--- src/rtl/data_memory_bank.sv ---
// +--------------------------------------------------------------------------+
// | data_memory_bank: parametrised 1W/1R data store with zero-fill sequencer |
// | Optional: DATA_MEMORY_BANK_RD_BYPASS_EN (write-to-read byte forwarding)  |
// | Revision: 1.0                                                            |
// +--------------------------------------------------------------------------+
`default_nettype none

module data_memory_bank #(
  parameter int DATA_W = 32,
  parameter int DEPTH  = 8,
  parameter int ADDR_W = 32
) (
  input  logic                clk,
  input  logic                reset,
  input  logic                wr_en,
  input  logic [ADDR_W-1:0]   wr_addr,
  input  logic [DATA_W-1:0]   wr_data,
  input  logic [DATA_W/8-1:0] wr_be,
  input  logic                rd_en,
  input  logic [ADDR_W-1:0]   rd_addr,
  output logic [DATA_W-1:0]   rd_data,
  output logic                rd_valid,
  input  logic                clr_req,
  output logic                busy,
  output logic                addr_err
);

  localparam int              NB        = DATA_W / 8;
  localparam int              CNT_W     = (DEPTH > 1) ? $clog2(DEPTH) : 1;
  localparam logic [ADDR_W:0] DEPTH_EXT = (ADDR_W + 1)'(DEPTH);
  localparam logic [CNT_W-1:0] LAST_IDX = CNT_W'(DEPTH - 1);

  typedef enum logic [0:0] {
    ST_CLEAR = 1'b0,
    ST_IDLE  = 1'b1
  } state_e;

  state_e             state_q, state_d;
  logic [CNT_W-1:0]   cnt_q, cnt_d;
  logic [DATA_W-1:0]  rd_data_q, rd_data_d;
  logic               rd_valid_q, rd_valid_d;
  logic               addr_err_q, addr_err_d;

  logic [DATA_W-1:0]  mem_q [DEPTH];
  logic               mem_we;
  logic [CNT_W-1:0]   mem_widx;
  logic [DATA_W-1:0]  mem_wdata;

  logic               wr_in_range;
  logic               rd_in_range;
  logic [CNT_W-1:0]   wr_idx;
  logic [CNT_W-1:0]   rd_idx;
  logic [DATA_W-1:0]  wr_merged;
  logic [DATA_W-1:0]  rd_word;

  // Full-width compare so high address bits can never alias into the array.
  assign wr_in_range = ({1'b0, wr_addr} < DEPTH_EXT);
  assign rd_in_range = ({1'b0, rd_addr} < DEPTH_EXT);
  assign wr_idx      = wr_addr[CNT_W-1:0];
  assign rd_idx      = rd_addr[CNT_W-1:0];

  always_comb begin
    wr_merged = mem_q[wr_idx];
    for (int i = 0; i < NB; i++) begin
      if (wr_be[i]) begin
        wr_merged[8*i +: 8] = wr_data[8*i +: 8];
      end
    end
  end

`ifdef DATA_MEMORY_BANK_RD_BYPASS_EN
  always_comb begin
    rd_word = mem_q[rd_idx];
    if (wr_en && wr_in_range && (wr_addr == rd_addr)) begin
      rd_word = wr_merged;
    end
  end
`else
  assign rd_word = mem_q[rd_idx];
`endif

  always_comb begin
    state_d    = state_q;
    cnt_d      = cnt_q;
    rd_data_d  = rd_data_q;
    rd_valid_d = 1'b0;
    addr_err_d = 1'b0;
    mem_we     = 1'b0;
    mem_widx   = wr_idx;
    mem_wdata  = wr_merged;

    if (state_q == ST_CLEAR) begin
      mem_we    = 1'b1;
      mem_widx  = cnt_q;
      mem_wdata = '0;
      if (cnt_q == LAST_IDX) begin
        state_d = ST_IDLE;
        cnt_d   = '0;
      end else begin
        cnt_d = cnt_q + CNT_W'(1);
      end
    end else begin
      mem_we = wr_en && wr_in_range;
      if (rd_en) begin
        rd_valid_d = 1'b1;
        rd_data_d  = rd_in_range ? rd_word : '0;
      end
      addr_err_d = (wr_en && !wr_in_range) || (rd_en && !rd_in_range);
      // A same-cycle write still lands; the fill then zeroes it.
      if (clr_req) begin
        state_d = ST_CLEAR;
        cnt_d   = '0;
      end
    end
  end

  always_ff @(posedge clk or negedge reset) begin
    if (!reset) begin
      state_q    <= ST_CLEAR;
      cnt_q      <= '0;
      rd_data_q  <= '0;
      rd_valid_q <= 1'b0;
      addr_err_q <= 1'b0;
    end else begin
      state_q    <= state_d;
      cnt_q      <= cnt_d;
      rd_data_q  <= rd_data_d;
      rd_valid_q <= rd_valid_d;
      addr_err_q <= addr_err_d;
    end
  end

  always_ff @(posedge clk) begin
    if (mem_we) begin
      mem_q[mem_widx] <= mem_wdata;
    end
  end

  assign rd_data  = rd_data_q;
  assign rd_valid = rd_valid_q;
  assign addr_err = addr_err_q;
  assign busy     = (state_q == ST_CLEAR);

endmodule

`default_nettype wire

--- config.mk ---
export PLATFORM = sky130hd
export DESIGN_NAME = data_memory_bank
export DESIGN_NICKNAME = d
export VERILOG_FILES = /design/src/rtl/data_memory_bank.sv
export SDC_FILE = /design/constraint.sdc
export NUM_CORES = 1
export LEC_CHECK = 0
export CAP_MARGIN = 20
export CORE_MARGIN = 3
export CORE_UTILIZATION = 55
export DETAILED_ROUTE_END_ITERATION = 8
export GPL_ROUTABILITY_DRIVEN = 0
export PLACE_DENSITY = 0.78
export SLEW_MARGIN = 30
export SYNTH_ARGS = -nofsm -noshare
export SYNTH_HDL_FRONTEND = slang
export SYNTH_SLANG_ARGS = --single-unit
--- constraint.sdc ---
create_clock -name clk -period 11.7 [get_ports clk]
set_input_delay 1.755 -clock clk [delete_from_list [all_inputs] [get_ports clk]]
set_output_delay 1.755 -clock clk [all_outputs]
set_load 0.05 [all_outputs]
Word-level counts from Yosys, hierarchy flattened

Memory sizes are Yosys's and may differ from the RTL's.
Index checks and enable logic that the tools add are counted.

Bits in registers: 38
Memories kept: 1
Input bits: 105
Logic and storage cells: 38
Memory bits (writable): 256

Memories:

| memory | words | width | read ports | clocked after memory_dff | write ports | RTL line | source |
|---|---|---|---|---|---|---|---|
| mem_q  | 8     | 32    | 2          | 0                        | 1           | 44       | `logic [DATA_W-1:0] mem_q [DEPTH];` |

Bitwise gates (word level): 1
Reductions and logical operators: 7
$add $sub $neg: 1
Muxes and demuxes: 19
Order comparisons: 2
Equality and inequality tests: 2

Operators by type and width:

| kind                                                                           | count |
|---|---|
| 32-bit by 4-bit less-than comparator with 1-bit output (second input constant) | 2 |
| 32-bit two-way mux                                                             | 2 |
| 8-bit two-way mux                                                              | 4 |
| 3-bit two-way mux                                                              | 4 |
| 1-bit two-way mux                                                              | 9 |
| 3-bit by 1-bit adder with 3-bit output (second input constant)                 | 1 |
| 3-bit equality test (second input constant)                                    | 1 |
| 1-bit logical AND                                                              | 3 |
| 1-bit zero test                                                                | 2 |
| 2-bit inequality test (second input constant)                                  | 1 |
| 2-bit AND reduction                                                            | 1 |
| 1-bit logical OR                                                               | 1 |
| 1-bit inverter                                                                 | 1 |

Logic depth before layout (Yosys ltp)

Word-level depth: 5
Mapped depth: 6
Depth with buffers taken out: 4

Worst setup path before layout

OpenSTA, ideal clock, no wires.

Kind: input to register
From: in wr_addr[30]
To: mem mem_q[3][0], enable pin
Data arrival time: 5.061 ns
Slack: 6.167 ns
Buffers on the path: 0
Library setup time: 0.472 ns
Data required time: 11.228 ns
Cell stages on the path: 4
Cells stage by stage: nor4_1 -> nand4_1 -> or3_1 -> o32ai_1

Longest elaborated chain between the ends: 5

Ends and longest elaborated chain:

| element                                                | RTL line | source |
|---|---|---|
| start: declaration                                     | 16       | `input logic [ADDR_W-1:0] wr_addr,` |
| 32-bit by 4-bit less-than comparator with 1-bit output | 57       | `assign wr_in_range = ({1'b0, wr_addr} < DEPTH_EXT);` |
| 1-bit logical AND                                      | 103      | `mem_we = wr_en && wr_in_range;` |
| 1-bit two-way mux                                      | 92       | `if (state_q == ST_CLEAR) begin` |
| 1-bit two-way mux                                      | 134      | `if (mem_we) begin` |
| 1-bit two-way mux (implied by the code)                | 135      | `mem_q[mem_widx] <= mem_wdata;` |
| end: declaration                                       | 44       |  |

Every way passes these cells.

Worst setup path after layout

From: in wr_addr[0]
To: mem mem_q[3][11], enable pin

Longest elaborated chain between the ends: 5
Elaborated cells between the ends (all ways): 6
Classes of those cells: 1 x order compare; 4 x mux; 1 x reduce/logical

Ends and longest elaborated chain:

| element                                                | RTL line |
|---|---|
| 32-bit by 4-bit less-than comparator with 1-bit output | 57 |
| 1-bit logical AND                                      | 103 |
| 1-bit two-way mux                                      | 92 |
| 1-bit two-way mux                                      | 134 |
| 1-bit two-way mux (implied by the code)                | 135 |

Several ways; a longest one is shown, not always the timed one.

==> results.yml <==
route:
  post_drt_wl_per_cell_um: 26.1
  routed_wl_um: 31600
  drc: 0
  drtIter0Drc: 770
  dr.pass1.iters: 5
  viasPerCell: 6.45
  vias: 7811
  ant_nets: 0
sta:
  tightest_slew_ns: 0.983
  fmax_ghz: 0.249
  min_period_ns: 4.01
  tns_ns: 0
  rsz0062_at_grt: "false"
  setup_viol: 0
  fin_crit_sh: 0.343
  max_slew_margin: 0.345
  drv_slew: 0
  hold_viol_final: 0
  finClkSkew_ns: 0.0146
layout:
  area_delta_synth_final_pct: 20.6
  stdcell_count: 1211
  nets: 975
  layout_common_cells: "edfxtp_1, clkdlybuf4s50_1, mux4_2"
  drive_above_1_share: 0.234
  fillers: 1467
  final_common_cell: "edfxtp_1"
  antennaDiodeCount: 0
power:
  switching_power_mw: 0.906
  seqPwrFrac: 0.482
  power_density_nw_per_um2: 201
  internal-power_mw: 2.36
  power.leakage_nw: 5.55
  p_comb_frac: 0.209
  clockPowerShare: 0.309
  finalPower_mw: 3.27
  ir_drop_v: 0.000142
  swShare: 0.277
critical_path:
  worstPathRequired_ns: 11.89
  cp-start-kind: "input pin"
  rr_startpoint: "state_q"
  critPathKind: "in -> reg"
  reg2reg_depth: 5
  end_kind: "flip-flop"
  rrSetupSlack_ns: 9.17
  worst-endpoint-arrival_ns: 4.20
  r2r-end: "mem_q[0][11]"
  crit_fanout: 35
  startpoint: "wr_addr[0]"
clock_network:
  h-tree-depth: 1
  cts.clk_slew.worst_paths_ns: 0.06
  cts.path.max_buffers: 3
  cts_root_buf: "clkbuf_16"
  cts.sinks: 294
  cts_made_buffers: 31
  cts_setup_buffers: 0
  clock_latency_ns: 0.56
  cts_tree: "done"
  hold_buffers: 0
  ctsResizeCount: 0
run_status:
  status: "completed"
placed_design:
  hpwlAfterDp_um: 18300
  dp.cells: 1153
  io_buffers: 139
synthesis:
  synth_warnings: 0
  synth_seq_cells: 294
  syn_nets: 836
  syn_area_per_cell_um2: 18.5
  syn_inst: 729
  syn_area_um2: 13500
  yosysSeqAreaShare: 0.641
  ys_types: 30
die:
  die_x_um: 163
  coreArea_um2: 23800
  num_rows: 56
  dieArea_um2: 26400
  ioPinCount: 140
  start_util: 0.567
  dieHeight_um: 163
grt:
  top_usage_layer: "met2"
  grt_use_met3: 0.0376
  grt.overflow.total: 0
  grt_usage: 0.240
  use_met1: 0.317
  grt_pass1_wl_um: 48400
  antenna_found_initial: 0
  grt_pass1_vias: 8380
  grt_use_met2: 0.418
  grt_max_degree: 65
job:
  maxCapViolCount: 0
hold_path:
  min_path_type: "reg -> reg"
  holdCritStartpoint: "rd_data[4]"
  hold_depth: 2
  hold_end: "rd_data[4]"
-- metal layers --
metal  wire length (um)  vias up
li1                   -     3322
met1              11700     4032
met2              16500      398
met3               2580       59
met4                771        0
met5                  0        -
-- stage by stage --
stage / setup slack, ns / hold WS, ns / area, um2 / utilization
after floorplan: 6.17 / 0.544 / 13500 / -
after global placement: 7.16 / 0.472 / 15200 / 0.638
after detailed placement: 7.08 / 0.475 / 15200 / 0.638
after CTS: 7.64 / 0.488 / 16200 / 0.683
after global routing: 7.42 / 0.506 / 16200 / 0.684
final: 7.69 / 0.485 / 16200 / 0.684
-- synth_stat cells (all sizes together) --
cell     count  area (um2)
a21oi       33         165
buf         31         244
clkbuf      20        76.3
dfrtp       38         951
edfxtp     256        7690
ha           2        25.0
inv          8        30.0
mux2i       64         641
mux4       128        2890
nand2       41         154
nand3        1        5.00
nand4        5        31.3
nor2         5        18.8
nor3         2        10.0
nor4        12        75.1
o21ai       66         330
o22ai        5        31.3
o2bb2ai      2        17.5
o32ai        4        42.6
or2          2        12.5
or3          4        30.0
-- power by group through the flow --
stage / clock, mW / combinational, mW / sequential [mW]
final: 1.01 / 0.682 / 1.57
after global routing: 1.07 / 0.727 / 1.59
after floorplan: 0 / 0.427 / 1.56
after global placement: 0 / 0.654 / 1.56
after detailed placement: 0 / 0.679 / 1.59
after CTS: 1.02 / 0.683 / 1.57
-- worst max-delay path, stage by stage --
cell,delay [ns]
buf_4,0.54
buf_4,0.66
nand3_1,0.32
o32ai_4,0.32
buf_4,0.52
-- sequential cells by signal, summed over array words and instances (netlist names) --
register  count
mem_q       256
rd_data      32
cnt_q         3
addr_err      1
rd_valid      1
state_q       1
-- cell families (layout without fill, tap and decap cells) --
kind of cell | count (synthesis) | in the layout | synth area share
adder cells (fa/ha/maj) | 2 | 2 | 0.00186
flip-flops | 294 | 294 | 0.641
AND/OR/NAND/NOR | 72 | 72 | 0.0250
buffers and inverters | 59 | 222 | 0.0260
AO/OA/AOI/OAI | 110 | 110 | 0.0436
multiplexers | 192 | 192 | 0.262
-- worst max path at each step --
stage	to	slack, ns	depth (start not counted)
floorplan	mem_q[3][0]	6.17	4
global placement	mem_q[1][10]	7.16	5
detailed placement	mem_q[3][11]	7.08	5
CTS	mem_q[3][18]	7.64	5
global route	mem_q[3][11]	7.42	5
finish	mem_q[3][11]	7.69	5
-- final cells by class --
| type | instances | area, um2 | share of cell area |
|---|---|---|---|
| clock buffers | 33 | 783 | 0.0482 |
| clock inverters | 24 | 273 | 0.0168 |
| inverters | 8 | 30.0 | 0.00185 |
| multi-input cells | 376 | 4610 | 0.283 |
| flip-flops and latches | 294 | 8640 | 0.532 |
| well taps | 319 | 399 | 0.0246 |
| repair buffers | 157 | 1520 | 0.0935 |
Note: power is estimated with default switching activity, not from simulation.
